===== config.mk =====
export PLATFORM = sky130hd
export DESIGN_NAME = bus_forkjoin_hub_flat
export DESIGN_NICKNAME = d
export VERILOG_FILES = /design/src/rtl/bus_forkjoin_hub_pkg.sv /design/src/rtl/bus_forkjoin_hub_if.sv /design/src/rtl/bus_forkjoin_hub_tracker.sv /design/src/rtl/bus_forkjoin_hub.sv /design/src/flat_wrapper.sv
export SDC_FILE = /design/constraint.sdc
export NUM_CORES = 1
export LEC_CHECK = 0
export ABC_AREA = 0
export CAP_MARGIN = 30
export CORE_AREA = 2 2 99 101
export CTS_CLUSTER_DIAMETER = 50
export DETAILED_ROUTE_END_ITERATION = 16
export DIE_AREA = 0 0 101 103
export GPL_TIMING_DRIVEN = 0
export PLACE_DENSITY = 0.57
export SLEW_MARGIN = 20
export SYNTH_ARGS = -nofsm -noshare
export SYNTH_HDL_FRONTEND = slang
export SYNTH_SLANG_ARGS = --single-unit

===== constraint.sdc =====
create_clock -name clock -period 3.7 [get_ports clock]
set_clock_uncertainty 0.15 [all_clocks]
set_input_delay 0.74 -clock clock [delete_from_list [all_inputs] [get_ports clock]]
set_output_delay 0.74 -clock clock [all_outputs]
set_load 0.005 [all_outputs]

===== src/rtl/bus_forkjoin_hub_pkg.sv =====
// Shared types for the fork/join bus hub.
//   hub_state_e : top-level FSM states
//   hub_err_e   : response code returned to the master with m_rvalid
//   popcount32  : population count used for the multi-claim check
package bus_hub_pkg;

    typedef enum logic [1:0] {IDLE, FORK, JOIN, RESP} hub_state_e;

    typedef enum logic [1:0] {ERR_OK, ERR_DECERR, ERR_MULTIHIT, ERR_TIMEOUT} hub_err_e;

    // Slave count is capped so the hit mask always fits the popcount input.
    localparam int MAX_SLAVES = 32;

    function automatic int unsigned popcount32(input logic [MAX_SLAVES-1:0] v);
        int unsigned c;
        c = 0;
        for (int i = 0; i < MAX_SLAVES; i++) c += 32'(v[i]);
        return c;
    endfunction

endpackage


===== src/rtl/bus_forkjoin_hub_if.sv =====
// Master command bus plus the broadcast slave bus of the fork/join hub.
//   m_*  : master command (req/write/addr/wdata) and merged response
//          (ready/rvalid/rdata/err)
//   s_*  : forked command to all slaves and per-slave done/hit/rdata
// Modport slave is the hub's view (it is the slave of the master bus and
// the driver of the slave bus); modport master is the surrounding system.
interface bus_forkjoin_hub_if #(
    parameter int NUM_SLAVES = 4,
    parameter int ADDR_W     = 8,
    parameter int DATA_W     = 8
);
    import bus_hub_pkg::*;

    logic                         m_req;
    logic                         m_write;
    logic [ADDR_W-1:0]            m_addr;
    logic [DATA_W-1:0]            m_wdata;
    logic                         m_ready;
    logic                         m_rvalid;
    logic [DATA_W-1:0]            m_rdata;
    hub_err_e                     m_err;

    logic [NUM_SLAVES-1:0]        s_req;
    logic                         s_write;
    logic [ADDR_W-1:0]            s_addr;
    logic [DATA_W-1:0]            s_wdata;
    logic [NUM_SLAVES-1:0]        s_done;
    logic [NUM_SLAVES-1:0]        s_hit;
    logic [NUM_SLAVES*DATA_W-1:0] s_rdata;

    modport slave (
        input  m_req, m_write, m_addr, m_wdata,
        output m_ready, m_rvalid, m_rdata, m_err,
        output s_req, s_write, s_addr, s_wdata,
        input  s_done, s_hit, s_rdata
    );

    modport master (
        output m_req, m_write, m_addr, m_wdata,
        input  m_ready, m_rvalid, m_rdata, m_err,
        input  s_req, s_write, s_addr, s_wdata,
        output s_done, s_hit, s_rdata
    );

endinterface


===== src/rtl/bus_forkjoin_hub_tracker.sv =====
// Join bookkeeping for the hub: accumulates which slaves have finished and
// which claimed the address, and keeps the read data of the lowest-index
// slave from the first cycle in which any claim arrives.
//   clock, reset   : system clock, async active-high reset
//   clear          : wipe masks and captured data (held while hub is idle)
//   en             : hub is in JOIN; slave inputs are ignored otherwise
//   s_done/s_hit/s_rdata : raw slave completion bus
//   all_done       : every slave done, counting this cycle's s_done
//   hit_count_gt1  : more than one slave claimed the address
//   no_hit         : no slave claimed the address
//   rdata          : captured read data
module bus_join_tracker
    import bus_hub_pkg::*;
#(
    parameter int NUM_SLAVES = 4,
    parameter int DATA_W     = 8
) (
    input  logic                         clock,
    input  logic                         reset,
    input  logic                         clear,
    input  logic                         en,
    input  logic [NUM_SLAVES-1:0]        s_done,
    input  logic [NUM_SLAVES-1:0]        s_hit,
    input  logic [NUM_SLAVES*DATA_W-1:0] s_rdata,
    output logic                         all_done,
    output logic                         hit_count_gt1,
    output logic                         no_hit,
    output logic [DATA_W-1:0]            rdata
);

    logic [NUM_SLAVES-1:0] done_mask;
    logic [NUM_SLAVES-1:0] hit_mask;
    logic [NUM_SLAVES-1:0] new_done;
    logic [NUM_SLAVES-1:0] new_hit;
    logic [DATA_W-1:0]     sel_data;

    // A slave that already reported done cannot report again, so its
    // repeated hit/data are masked out here.
    assign new_done = en ? (s_done & ~done_mask) : '0;
    assign new_hit  = new_done & s_hit;
    assign all_done = en && ((done_mask | s_done) == '1);

    assign no_hit        = (hit_mask == '0);
    assign hit_count_gt1 = popcount32(MAX_SLAVES'(hit_mask)) > 1;

    // Walk from the top down so the lowest-index hitting slave wins.
    always_comb begin
        sel_data = '0;
        for (int i = NUM_SLAVES - 1; i >= 0; i--) begin
            if (new_hit[i]) sel_data = s_rdata[i*DATA_W +: DATA_W];
        end
    end

    always_ff @(posedge clock or posedge reset) begin
        if (reset) begin
            done_mask <= '0;
            hit_mask  <= '0;
            rdata     <= '0;
        end else if (clear) begin
            done_mask <= '0;
            hit_mask  <= '0;
            rdata     <= '0;
        end else if (en) begin
            done_mask <= done_mask | new_done;
            hit_mask  <= hit_mask | new_hit;
            // Capture only on the first cycle with any claim.
            if (hit_mask == '0 && new_hit != '0) rdata <= sel_data;
        end
    end

endmodule


===== src/rtl/bus_forkjoin_hub.sv =====
// Fork/join dispatcher: accepts one master command, pulses it to every
// slave for one cycle, waits for all slaves to report done (or for the
// timeout), then returns a single merged response for one cycle.
//   clock, reset : system clock, async active-high reset
//   bus          : master command/response and broadcast slave bus
// Response codes: TIMEOUT > MULTIHIT > DECERR > OK. Read data is only
// returned for an OK read; everything else returns zero data.
module bus_forkjoin_hub
    import bus_hub_pkg::*;
#(
    parameter int NUM_SLAVES = 4,
    parameter int ADDR_W     = 8,
    parameter int DATA_W     = 8,
    parameter int TIMEOUT    = 64
) (
    input  logic              clock,
    input  logic              reset,
    bus_forkjoin_hub_if.slave bus
);

    localparam int TW = (TIMEOUT > 0) ? $clog2(TIMEOUT + 1) : 1;
    localparam logic [TW-1:0] TIMER_LAST = TW'((TIMEOUT > 0) ? TIMEOUT - 1 : 0);

    hub_state_e        state, state_next;
    logic              write_q;
    logic [ADDR_W-1:0] addr_q;
    logic [DATA_W-1:0] wdata_q;
    logic [TW-1:0]     timer;
    logic              timed_out;
    logic              timeout_hit;

    logic              all_done;
    logic              hit_count_gt1;
    logic              no_hit;
    logic [DATA_W-1:0] cap_data;
    hub_err_e          err_code;

    bus_join_tracker #(
        .NUM_SLAVES (NUM_SLAVES),
        .DATA_W     (DATA_W)
    ) u_tracker (
        .clock         (clock),
        .reset         (reset),
        .clear         (state == IDLE),
        .en            (state == JOIN),
        .s_done        (bus.s_done),
        .s_hit         (bus.s_hit),
        .s_rdata       (bus.s_rdata),
        .all_done      (all_done),
        .hit_count_gt1 (hit_count_gt1),
        .no_hit        (no_hit),
        .rdata         (cap_data)
    );

    assign timeout_hit = (TIMEOUT != 0) && (timer == TIMER_LAST);

    always_ff @(posedge clock or posedge reset) begin
        if (reset) state <= IDLE;
        else       state <= state_next;
    end

    always_comb begin
        state_next = state;
        case (state)
            IDLE: if (bus.m_req) state_next = FORK;
            FORK: state_next = JOIN;
            // Completion is checked alongside the timeout; either exits.
            JOIN: if (all_done || timeout_hit) state_next = RESP;
            RESP: state_next = IDLE;
            default: state_next = IDLE;
        endcase
    end

    always_ff @(posedge clock or posedge reset) begin
        if (reset) begin
            write_q   <= 1'b0;
            addr_q    <= '0;
            wdata_q   <= '0;
            timer     <= '0;
            timed_out <= 1'b0;
        end else begin
            case (state)
                IDLE: begin
                    timer     <= '0;
                    timed_out <= 1'b0;
                    if (bus.m_req) begin
                        write_q <= bus.m_write;
                        addr_q  <= bus.m_addr;
                        wdata_q <= bus.m_wdata;
                    end
                end
                JOIN: begin
                    timer <= timer + TW'(1);
                    // A slave set that completes on the last allowed cycle
                    // is not a timeout.
                    if (timeout_hit && !all_done) timed_out <= 1'b1;
                end
                default: ;
            endcase
        end
    end

    always_comb begin
        err_code = ERR_OK;
        if (timed_out)          err_code = ERR_TIMEOUT;
        else if (hit_count_gt1) err_code = ERR_MULTIHIT;
        else if (no_hit)        err_code = ERR_DECERR;
    end

    assign bus.m_ready  = (state == IDLE);
    assign bus.m_rvalid = (state == RESP);
    assign bus.m_err    = (state == RESP) ? err_code : ERR_OK;
    assign bus.m_rdata  = (state == RESP && err_code == ERR_OK && !write_q) ? cap_data : '0;

    assign bus.s_req    = {NUM_SLAVES{state == FORK}};
    assign bus.s_write  = write_q;
    assign bus.s_addr   = addr_q;
    assign bus.s_wdata  = wdata_q;

endmodule


===== src/flat_wrapper.sv =====
// flat-port wrapper written by rule: the top's interface ports become plain ports
module bus_forkjoin_hub_flat import bus_hub_pkg::*;
#(
    parameter int NUM_SLAVES = 4,
    parameter int ADDR_W     = 8,
    parameter int DATA_W     = 8,
    parameter int TIMEOUT    = 64
)
  (clock, reset, bus_m_req, bus_m_write, bus_m_addr, bus_m_wdata, bus_m_ready, bus_m_rvalid, bus_m_rdata, bus_m_err, bus_s_req, bus_s_write, bus_s_addr, bus_s_wdata, bus_s_done, bus_s_hit, bus_s_rdata);
  bus_forkjoin_hub_if #(.NUM_SLAVES(NUM_SLAVES), .ADDR_W(ADDR_W), .DATA_W(DATA_W)) bus_i ();
  input  logic clock;
  input  logic reset;
  input wire logic [$bits(bus_i.m_req)-1:0] bus_m_req;
  input wire logic [$bits(bus_i.m_write)-1:0] bus_m_write;
  input wire logic [$bits(bus_i.m_addr)-1:0] bus_m_addr;
  input wire logic [$bits(bus_i.m_wdata)-1:0] bus_m_wdata;
  output wire logic [$bits(bus_i.m_ready)-1:0] bus_m_ready;
  output wire logic [$bits(bus_i.m_rvalid)-1:0] bus_m_rvalid;
  output wire logic [$bits(bus_i.m_rdata)-1:0] bus_m_rdata;
  output wire logic [$bits(bus_i.m_err)-1:0] bus_m_err;
  output wire logic [$bits(bus_i.s_req)-1:0] bus_s_req;
  output wire logic [$bits(bus_i.s_write)-1:0] bus_s_write;
  output wire logic [$bits(bus_i.s_addr)-1:0] bus_s_addr;
  output wire logic [$bits(bus_i.s_wdata)-1:0] bus_s_wdata;
  input wire logic [$bits(bus_i.s_done)-1:0] bus_s_done;
  input wire logic [$bits(bus_i.s_hit)-1:0] bus_s_hit;
  input wire logic [$bits(bus_i.s_rdata)-1:0] bus_s_rdata;
  assign bus_i.m_req = bus_m_req;
  assign bus_i.m_write = bus_m_write;
  assign bus_i.m_addr = bus_m_addr;
  assign bus_i.m_wdata = bus_m_wdata;
  assign bus_m_ready = bus_i.m_ready;
  assign bus_m_rvalid = bus_i.m_rvalid;
  assign bus_m_rdata = bus_i.m_rdata;
  assign bus_m_err = bus_i.m_err;
  assign bus_s_req = bus_i.s_req;
  assign bus_s_write = bus_i.s_write;
  assign bus_s_addr = bus_i.s_addr;
  assign bus_s_wdata = bus_i.s_wdata;
  assign bus_i.s_done = bus_s_done;
  assign bus_i.s_hit = bus_s_hit;
  assign bus_i.s_rdata = bus_s_rdata;
  bus_forkjoin_hub #(.NUM_SLAVES(NUM_SLAVES), .ADDR_W(ADDR_W), .DATA_W(DATA_W), .TIMEOUT(TIMEOUT)) u_core (.clock(clock), .reset(reset), .bus(bus_i));
endmodule

Word-level counts from Yosys, hierarchy flattened
Index checks and enable logic that the tools add are counted.
- register bits: 43
- bits of input ports: 60
- output and inout bits: 33
- word-level logic and storage cells: 69
- add/subtract/negate cells: 4
- magnitude comparators: 1
- eq/ne operators: 8
- muxes and demuxes: 23
- bitwise logic cells: 6
- reductions and logical operators: 18
- operator list (operator ; count):
    $mux W8 ; 8
    $mux W4 ; 5
    $pmux W7 S2 ; 1
    $or A4 B4 Y4 ; 3
    $mux W2 ; 5
    $and A4 B4 Y4 ; 2
    $pmux W2 S4 ; 1
    $reduce_and A2 Y1 ; 4
    $add A7 B1 Y7 const B ; 1
    $eq A7 B6 Y1 const B ; 1
    $logic_and A1 B1 Y1 ; 5
    $add A3 B1 Y4 ; 1
    $eq A2 B2 Y1 const B ; 2
    $eq A4 B4 Y1 const B ; 1
    $gt A4 B1 Y1 const B ; 1
    $logic_not A2 Y1 ; 2
    $logic_not A4 Y1 ; 1
    $ne A2 B1 Y1 const B ; 2
    $not A4 Y4 ; 1
    $reduce_bool A2 Y1 ; 2
    $reduce_bool A4 Y1 ; 1
    $add A2 B1 Y3 ; 1
    $add A1 B1 Y2 ; 1
    $eq A2 B1 Y1 const B ; 1
    5 further kinds ; 7

Depth between registers and ports, before layout
Gate-level depths: netlist (run 1).
- word-level depth: 11
- depth in mapped cells: 8
- mapped depth without buffers: 6

Cells and area by module
From an unflattened synthesis (run 1), not the netlist that was laid out.
- cells, all modules: 213
- area, all modules: 2358.5 µm²
- modules (own cells, without submodules) (module ; instances ; cells an instance ; area each (µm²) ; sequential area each (µm²)):
    bus_forkjoin_hub ; 1 ; 107 ; 1323.8 ; 675.6
    bus_join_tracker ; 1 ; 106 ; 1034.7 ; 400.4

Least setup slack after synthesis (run 1)
Ideal clock, no wire load.
- path type: flip-flop to output port
- start: register u_core.u_tracker.hit_mask[0]
- end: output port bus_m_rdata[0]
- arrival time: 1.818 ns
- required time: 2.810 ns
- path slack: 0.992 ns
- cell stages (with the launch flop): 7
- path buffers: 0
- cells stage by stage: dfrtp_1 inv_1 fa_1 nand2b_1 nand3b_1 nor4b_1 and2_1
- cells in the longest elaborated chain, start to end: 10
- elaborated cells on any way between the ends: 12
- classes of those cells: add/sub (3); order compare (1); mux (4); reduce/logical (4)
- ends and longest elaborated chain (what ; RTL line ; source):
    from (decl) ; bus_forkjoin_hub_tracker.sv:32 ; logic [NUM_SLAVES-1:0] hit_mask;
    from (signal assigned) ; bus_forkjoin_hub_tracker.sv:65 ; hit_mask <= hit_mask | new_hit;
    $add A1 B1 Y2 ; bus_forkjoin_hub_pkg.sv:17 ; for (int i = 0; i < MAX_SLAVES; i++) c += 32'(v[i]);
    $add A2 B1 Y3 ; bus_forkjoin_hub_pkg.sv:17 ;
    $add A3 B1 Y4 ; bus_forkjoin_hub_pkg.sv:17 ;
    $gt A4 B1 Y1 ; bus_forkjoin_hub_tracker.sv:44 ; assign hit_count_gt1 = popcount32(MAX_SLAVES'(hit_mask)) > 1;
    $mux W2 (*) ; bus_forkjoin_hub.sv:106 ; else if (hit_count_gt1) err_code = ERR_MULTIHIT;
    $mux W2 (*) ; bus_forkjoin_hub.sv:105 ; if (timed_out) err_code = ERR_TIMEOUT;
    $logic_not A2 Y1 (*) ; bus_forkjoin_hub.sv:113 ; assign bus.m_rdata = (state == RESP && err_code == ERR_OK && !write_q) ? cap_data : '0;
    $logic_and A1 B1 Y1 (*) (2 in series) ; bus_forkjoin_hub.sv:113 ;
    $mux W8 (*) ; bus_forkjoin_hub.sv:113 ;
    to (decl) ; flat_wrapper.sv:19 ; output wire logic [$bits(bus_i.m_rdata)-1:0] bus_m_rdata;
Mark *: on every way between the ends. The rest lies on a longest branch, timed or not.

Worst setup path after layout (run 1)
- start: register u_core.u_tracker.hit_mask[1]
- end: output port bus_m_rdata[4]
The elaborated chain is that of the path after synthesis.

==> results of run 1 <==
cell usage after synthesis (all sizes together):
library cell,instances
xnor2,1
nand2b,13
nand4b,1
or3b,1
fa,1
mux2,18
a21oi,14
nor4b,1
or4,1
nand2,8
o22ai,2
o22a,2
a32o,8
buf,8
dfrtp,43
mux2i,1
nand4,1
nand3,10
inv,17
clkbuf,6
nor3b,1
ha,6
o21a,1
nor4,1
a31oi,2
and2,10
o31ai,2
and4,1
o21ai,6
and4b,4
o211ai,9
xor2,1
nor2,10
nand3b,1
what timing repair did:
item | in CTS | in global routing
resized for setup | 1 | 0
setup endpoints to repair | 8 | 8
hold buffers | 0 | 0
setup buffers | 0 | 1
pin swaps | 0 | 1
kinds of logic (layout without fill, tap and decap cells):
logic type | Yosys count | in the layout | share of synthesized area, %
compound gates | 46 | 46 | 14.5
buf+inv | 31 | 133 | 6.65
mux | 19 | 19 | 9.42
flops | 43 | 43 | 47.7
fa+ha+maj | 7 | 7 | 4.21
xor+xnor | 2 | 2 | 0.776
simple gates | 64 | 64 | 16.7
state kept, by name, summed over array words and instances (netlist names):
signal / cells
u_core.u_tracker.hit_mask: 4
u_core.bus.s_wdata: 8
u_core.bus.s_write: 1
u_core.u_tracker.done_mask: 4
u_core.u_tracker.rdata: 8
u_core.timer: 7
u_core.timed_out: 1
u_core.bus.s_addr: 8
u_core.state: 2
final timing paths:
path	depth (start not counted)	endpoint	slack, ps
min in group asynchronous	2	u_core.timed_out	660
hold / removal	1	u_core.timer[5]	340
setup / recovery	8	bus_m_rdata[4]	190
hold reg to reg	1	u_core.timer[5]	340
setup reg to reg	8	u_core.u_tracker.rdata[4]	1030
max in group asynchronous	3	u_core.u_tracker.rdata[1]	2240
cell usage in the layout (no fill, tap or decap), types with 4 or more instances in the layout:
| cell type | synthesis | final |
|---|---|---|
| ha_1 | 6 | 6 |
| a21oi_1 | 14 | 14 |
| nand2b_1 | 13 | 13 |
| clkbuf_8 | 0 | 6 |
| clkdlybuf4s50_1 | 0 | 92 |
| inv_1 | 17 | 16 |
| dfrtp_1 | 43 | 43 |
| mux2_2 | 11 | 11 |
| a32o_1 | 8 | 8 |
| and4b_1 | 4 | 4 |
| mux2_1 | 7 | 7 |
| o211ai_1 | 9 | 9 |
| o21ai_0 | 4 | 4 |
| buf_4 | 3 | 4 |
| nor2_1 | 10 | 10 |
| clkbuf_1 | 6 | 6 |
| nand2_1 | 8 | 8 |
| and2_1 | 10 | 10 |
| nand3_1 | 10 | 10 |
metal layers:
| layer | share of wire [%] | vias up |
|---|---|---|
| met4 | 0.37 | 0 |
| met5 | 0 | - |
| met1 | 46 | 948 |
| met3 | 6.3 | 4 |
| met2 | 48 | 62 |
| li1 | - | 948 |
area by class of cell:
| class | instances | share of cell area [%] |
|---|---|---|
| Inverter | 17 | 1.83 |
| Clock buffer | 6 | 2.37 |
| Tap cell | 114 | 4.09 |
| Sequential cell | 43 | 30.8 |
| Multi-Input combinational cell | 138 | 30.0 |
| Timing Repair Buffer | 94 | 27.4 |
| Clock inverter | 2 | 1.00 |
| Buffer | 14 | 2.47 |
power by group through the flow:
stage	registers, mW	logic, mW	clock network, mW
after CTS	0.759	1.11	0.403
final	0.756	1.09	0.383
after detailed placement	0.765	1.09	0
after global routing	0.784	1.21	0.417
after global placement	0.755	1.06	0
after floorplan	0.755	0.582	0
through the flow:
step / TNS [ps] / setup slack, ps / area [sq um] / power, mW / hold slack (ps)
2_1_floorplan: 0 / 992 / 2260 / 1.34 / 304
3_3_place_gp: -1890 / -258 / 3320 / 1.81 / 318
3_5_place_dp: 0 / 230 / 3350 / 1.85 / 325
4_1_cts: 0 / 88.2 / 3480 / 2.27 / 343
5_1_grt: 0 / 32.8 / 3490 / 2.41 / 355
6_report: 0 / 188 / 3490 / 2.23 / 342
critical path, delay by kind of cell, from the launching register on:
| family | cells | cell delay (ps) |
|---|---|---|
| adders and majority gates | 1 | 170 |
| buffers and inverters | 3 | 730 |
| DFF | 1 | 370 |
| and+or+nand+nor | 4 | 1050 |
==> summary.txt, run 1 <==
Clock network
  • Maximum root-to-sink buffer count: 2
  • Clk slew on worst S/H paths: around 80 ps
  • Insertion delay to the later sink of the worst-skew pair: ~290 ps
  • Root buffer cell: clkbuf_8
  • TritonCTS buffer count: 5
  • # clock sinks: between 40 and 50
  • TritonCTS clock tree: built
  • CTS H-Tree Depth: 2

STA
  • Hold violation total from the final report: 0
  • Slew Viols, Final: 0
  • Final setup fails: 0
  • Peak Freq: ~280 MHz
  • RSZ-0062 raised after global routing: false
  • Relative slew slack: a little under three fifths
  • Final period utilization: between 90% and 100%
  • Post-layout min period: ~3500 ps
  • Slew @ Worst Pin: about 660 ps

Worst setup path
  • Cell mode on critical path: and2_1
  • WP data arrival: between 2000 and 3000 ps
  • Critical-path cell list: inv_1, ha_1, nor3b_1, and2_1, nor4b_4, buf_4, and2_1, clkdlybuf4s50_1
  • Slowest-stage cell, CP: nor3b_1
  • Crit path largest cell delay: between 500 and 600 ps
  • Worst r2r src: u_core.state[0]
  • Crit end category: output port
  • CP Max Fanout: 8
  • Worst setup path startpoint: u_core.u_tracker.hit_mask[1]
  • Critical path required time: around 2800 ps
  • Critical Path Start Type: flip-flop
  • Setup CP Type: flip-flop to output port

Layout
  • Diode count: 0
  • Final cell count without fillers: 428
  • Fill cells: between 900 and 1k
  • Synth-to-layout area growth: 54.5%
  • Footprint of the multi-input gates: roughly 1000 sq um
  • Share of layout cells above drive strength 1: 10.2%
  • Final net count: 380
  • Register area: between 1000 and 1500 sq um
  • Finished Core Util: between 30 and 40%

Hold path
  • Type of the most critical hold path: flip-flop to flip-flop
  • Hold path start: u_core.timer[5]

Synthesis
  • Seq/Total Area, Yosys: between 40 and 50%
  • Syn nets: 279
  • Mapped Cells: roughly 210
  • Avg Cell Area, Syn: around 11 sq um
  • Synth area leader: dfrtp_1
  • Mapped Area: between 2000 and 2500 sq um
  • Synth top area cells: dfrtp_1 48%, mux2_2 5.5%, nand2b_1 3.6%
  • Synth unique cells: 39
  • Synth warnings: 0
  • FF+latch count, synth: 43
  • Top-area cell type share of the netlist area: between 40% and 50%

Drt
  • Via density: 4.58
  • Residual DRC count: 0
  • Vias: approximately 2.0k
  • Post-route ant nets: 0
  • DR iter-0 viols: 52
  • Initial DRT Pass Iterations: 4
  • Post-Route WL: between 6 and 7 mm
  • Average wire per standard cell: 14.6 microns

Floorplan
  • Starting Density: a little under a quarter
  • Die span in x: slightly above 100 microns
  • Die outline height: 103 microns
  • Die ar.: 10400 sq um
  • Rows: 36
  • Core Region: 9460 sq um
  • # IOs: 93

GRT
  • M2 GR Usage: between 20% and 30%
  • GRT met1 Usage: approximately 16%
  • Most Crowded Layer GR: met2
  • Gr usage total: around an eighth
  • Gr ovfl total: 0
  • Largest net degree at the start of global routing: 23
  • Initial antenna violation count: 0
  • First-pass GRT wire length: 9.96 mm
  • Grt met3 use: ~3.1%
  • Vias in the first global route: between 1.5k and 2k

Outcome
  • Run status: complete, no violations

Power
  • Switching power: 0.756 mW
  • Leak: between 1 and 1.5 nW
  • Reg power frac: 33.9%
  • Power per cell area: roughly 640 nW/um^2
  • Sw frac: roughly 34%
  • Clock power frac: ~17%
  • Combinational share of power: roughly 49%
  • Pint: between 1 and 1.5 mW
  • VDD IR max: ~0.23 mV

Place
  • HPWL after DPL: approximately 4.8 mm
  • Gpl congestion: slightly above 0.8
  • Port bufs: just over 90
  • Cell count after placement: roughly 420

Flow run
  • Max Cap Viol: 0
Note: power is estimated with default switching activity, not from simulation.
==> inputs of run 2 (changes only) <==
CAP_MARGIN = unset   (was 30)
CELL_PAD_IN_SITES_DETAIL_PLACEMENT = 1   (was unset)
CELL_PAD_IN_SITES_GLOBAL_PLACEMENT = 2   (was unset)
PLACE_DENSITY = 0.83   (was 0.57)
clock period = 4.2 ns   (was 3.7 ns; I/O delays follow)
==> run 2 against run 1 <==
Against the previous run: clock power shrank 14%; critical path type unchanged; via count rose by 1.6%; combinational power decreased by 13%; highest routed layer unchanged; count of clock-buffer cells in the layout down 1.
==> summary.txt, run 2 (synthesis results as in run 1) <==
Worst setup path
  • Critical path required time: 3210 ps (+400 ps)
  • Top delay family on crit path: simple AND/OR/NAND/NOR gates
  • Slowest-stage cell, CP: nor4b_2
  • Setup CP Type: flip-flop to output port
  • Reg2reg end: u_core.u_tracker.rdata[1]
  • Crit path largest cell delay: 580 ps (+30 ps)
  • Worst R2R Path Depth: 8 (unchanged)
  • Worst setup path startpoint: u_core.u_tracker.hit_mask[0]
  • R2r setup slk: 1350 ps (+320 ps)
  • Crit end category: output port
  • WP data arrival: 2810 ps (+190 ps)
  • Worst r2r src: u_core.state[0]
  • WP depth: 7 (-1)
  • CP Max Fanout: 8 (unchanged)
  • Critical-path cell list: inv_1, fa_1, nand2b_1, nand3b_1, nor4b_2, and2_1, clkdlybuf4s50_1
  • Critical Path Start Type: flip-flop
  • Crit path to: bus_m_rdata[6]
  • Buffers and inverters on the worst path: 2 (-1)

Clock network
  • Post-CTS Setup Bufs: 0 (unchanged)
  • Root buffer cell: clkbuf_8
  • Post-cts hold buffer count: 0 (unchanged)
  • Maximum root-to-sink buffer count: 2 (unchanged)
  • Clk slew on worst S/H paths: 80 ps (about the same)
  • TritonCTS buffer count: 5 (unchanged)
  • CTS H-Tree Depth: 2 (unchanged)
  • Insertion delay to the later sink of the worst-skew pair: 290 ps (about the same)
  • # clock sinks: 43 (unchanged)
  • Post-CTS resize count: 0 (-1)
  • TritonCTS clock tree: built

Drt
  • Initial DRT Pass Iterations: 4 (unchanged)
  • Average wire per standard cell: 15.6 microns (+6.5%)
  • Post-Route WL: 6.66 mm (+6.3%)
  • Residual DRC count: 0 (unchanged)
  • Via density: 4.67 (+1.8%)
  • Vias: 1993 (+1.6%)
  • DR iter-0 viols: 74 (+42%)
  • Post-route ant nets: 0 (unchanged)

Floorplan
  • Rows: 36 (unchanged)
  • Starting Density: 23.9% (unchanged)
  • # IOs: 93 (unchanged)
  • Die ar.: 10400 sq um (unchanged)
  • Core Region: 9460 sq um (unchanged)
  • Die span in x: 101 microns (unchanged)
  • Die outline height: 103 microns (unchanged)

STA
  • RSZ-0062 raised after global routing: false
  • Slew @ Worst Pin: 654 ps (-1.82 ps)
  • Final setup fails: 0 (unchanged)
  • Hold violation total from the final report: 0 (unchanged)
  • TNS Setup: 0 ps (unchanged)
  • Final period utilization: 90.4%
  • Post-layout min period: between 3000 and 4000 ps
  • Hold_ws: 339 ps (-3.21 ps)
  • Relative slew slack: 56.3% (+0.10 points)
  • Slew Viols, Final: 0 (unchanged)
  • Setup ws final: 403 ps (+215 ps)
  • Peak Freq: 263 MHz

GRT
  • Vias in the first global route: 2223 (+14%)
  • Gr usage total: 13.1% (+1.1 points)
  • First-pass GRT wire length: 10.7 mm (+7.8%)
  • Initial antenna violation count: 0 (unchanged)
  • Largest net degree at the start of global routing: 23 (unchanged)
  • Gr ovfl total: 0 (unchanged)

Layout
  • Share of layout cells above drive strength 1: 9.90% (-0.29 points)
  • Final net count: 379 (-0.26%)
  • Synth-to-layout area growth: 53.6%
  • Post-route cell area: 3470 sq um (-0.61%)
  • Commonest non-fill, non-tap cells in the layout: 92 x clkdlybuf4s50_1, 43 x dfrtp_1, 16 x inv_1
  • Commonest non-fill, non-tap cell in the layout: clkdlybuf4s50_1
  • Diode count: 0 (unchanged)

Outcome
  • Run status: complete, no violations

Place
  • Port bufs: 92 (unchanged)
  • HPWL after DPL: 5.13 mm (+7.4%)
  • Gpl congestion: 0.799 (-3.2%)
  • Area of placed instances: 3350 sq um (unchanged)
  • DP Worst Slack: 680 ps (+450 ps)

Hold path
  • Type of the most critical hold path: flip-flop to flip-flop

Power
  • VDD IR max: 0.284 mV (+25%)
  • Power per cell area: 563 nW/um^2 (-12%)
  • Leak: 1.41 nW (-0.74%)

Flow run
  • Max Cap Viol: 0 (unchanged)
==> run 2: worst min path at each step <==
stage / slack, ps / cells after the start / to / startpoint
floorplan: 300 / 1 / u_core.timer[5] / u_core.timer[5]
global placement: 320 / 1 / u_core.u_tracker.rdata[3] / u_core.u_tracker.rdata[3]
detailed placement: 330 / 1 / u_core.u_tracker.rdata[1] / u_core.u_tracker.rdata[1]
CTS: 350 / 1 / u_core.u_tracker.rdata[1] / u_core.u_tracker.rdata[1]
global route: 370 / 1 / u_core.u_tracker.rdata[6] / u_core.u_tracker.rdata[6]
finish: 340 / 1 / u_core.u_tracker.rdata[1] / u_core.u_tracker.rdata[1]
==> run 2: worst reg2reg max path, cell delays in order (launching register included) <==
cell      delay (ps)
dfrtp_1          430
inv_1            100
ha_1             330
and4b_1          310
clkbuf_1         460
or3b_1           190
buf_1            360
o211ai_1         160
a32o_1           260
==> run 2: stage by stage <==
step | util, % | total power [mW] | cells
2_1_floorplan | - | 1.18 | 212
3_5_place_dp | 35.5 | 1.65 | 419
5_1_grt | 36.7 | 2.11 | 427
6_report | 36.7 | 1.95 | 427
3_3_place_gp | 35.1 | 1.61 | 418
4_1_cts | 36.7 | 1.99 | 427
==> run 2: per-layer routing <==
layer	routed length, microns	global-route usage, %
met3	393	3.59
met5	0	0
met1	2670	15.1
met2	3530	24.1
met4	73	3.33
==> run 2: cell type report <==
class / count / area, sq um
timing repair buffer: 93 / 948
buffer: 14 / 86.3
multi-input combinational: 138 / 1040
clock buffer: 5 / 68.8
inverter: 17 / 63.8
sequential: 43 / 1080
tap: 114 / 143
fill: 1100 / 5990
clock inverter: 3 / 43.8
==> run 2: power breakdown <==
part	internal (mW)	leakage [nW]	switching [mW]
clock network	0.177	0.0581	0.151
registers	0.570	0.549	0.102
logic	0.528	0.806	0.426
total	1.28	1.41	0.678
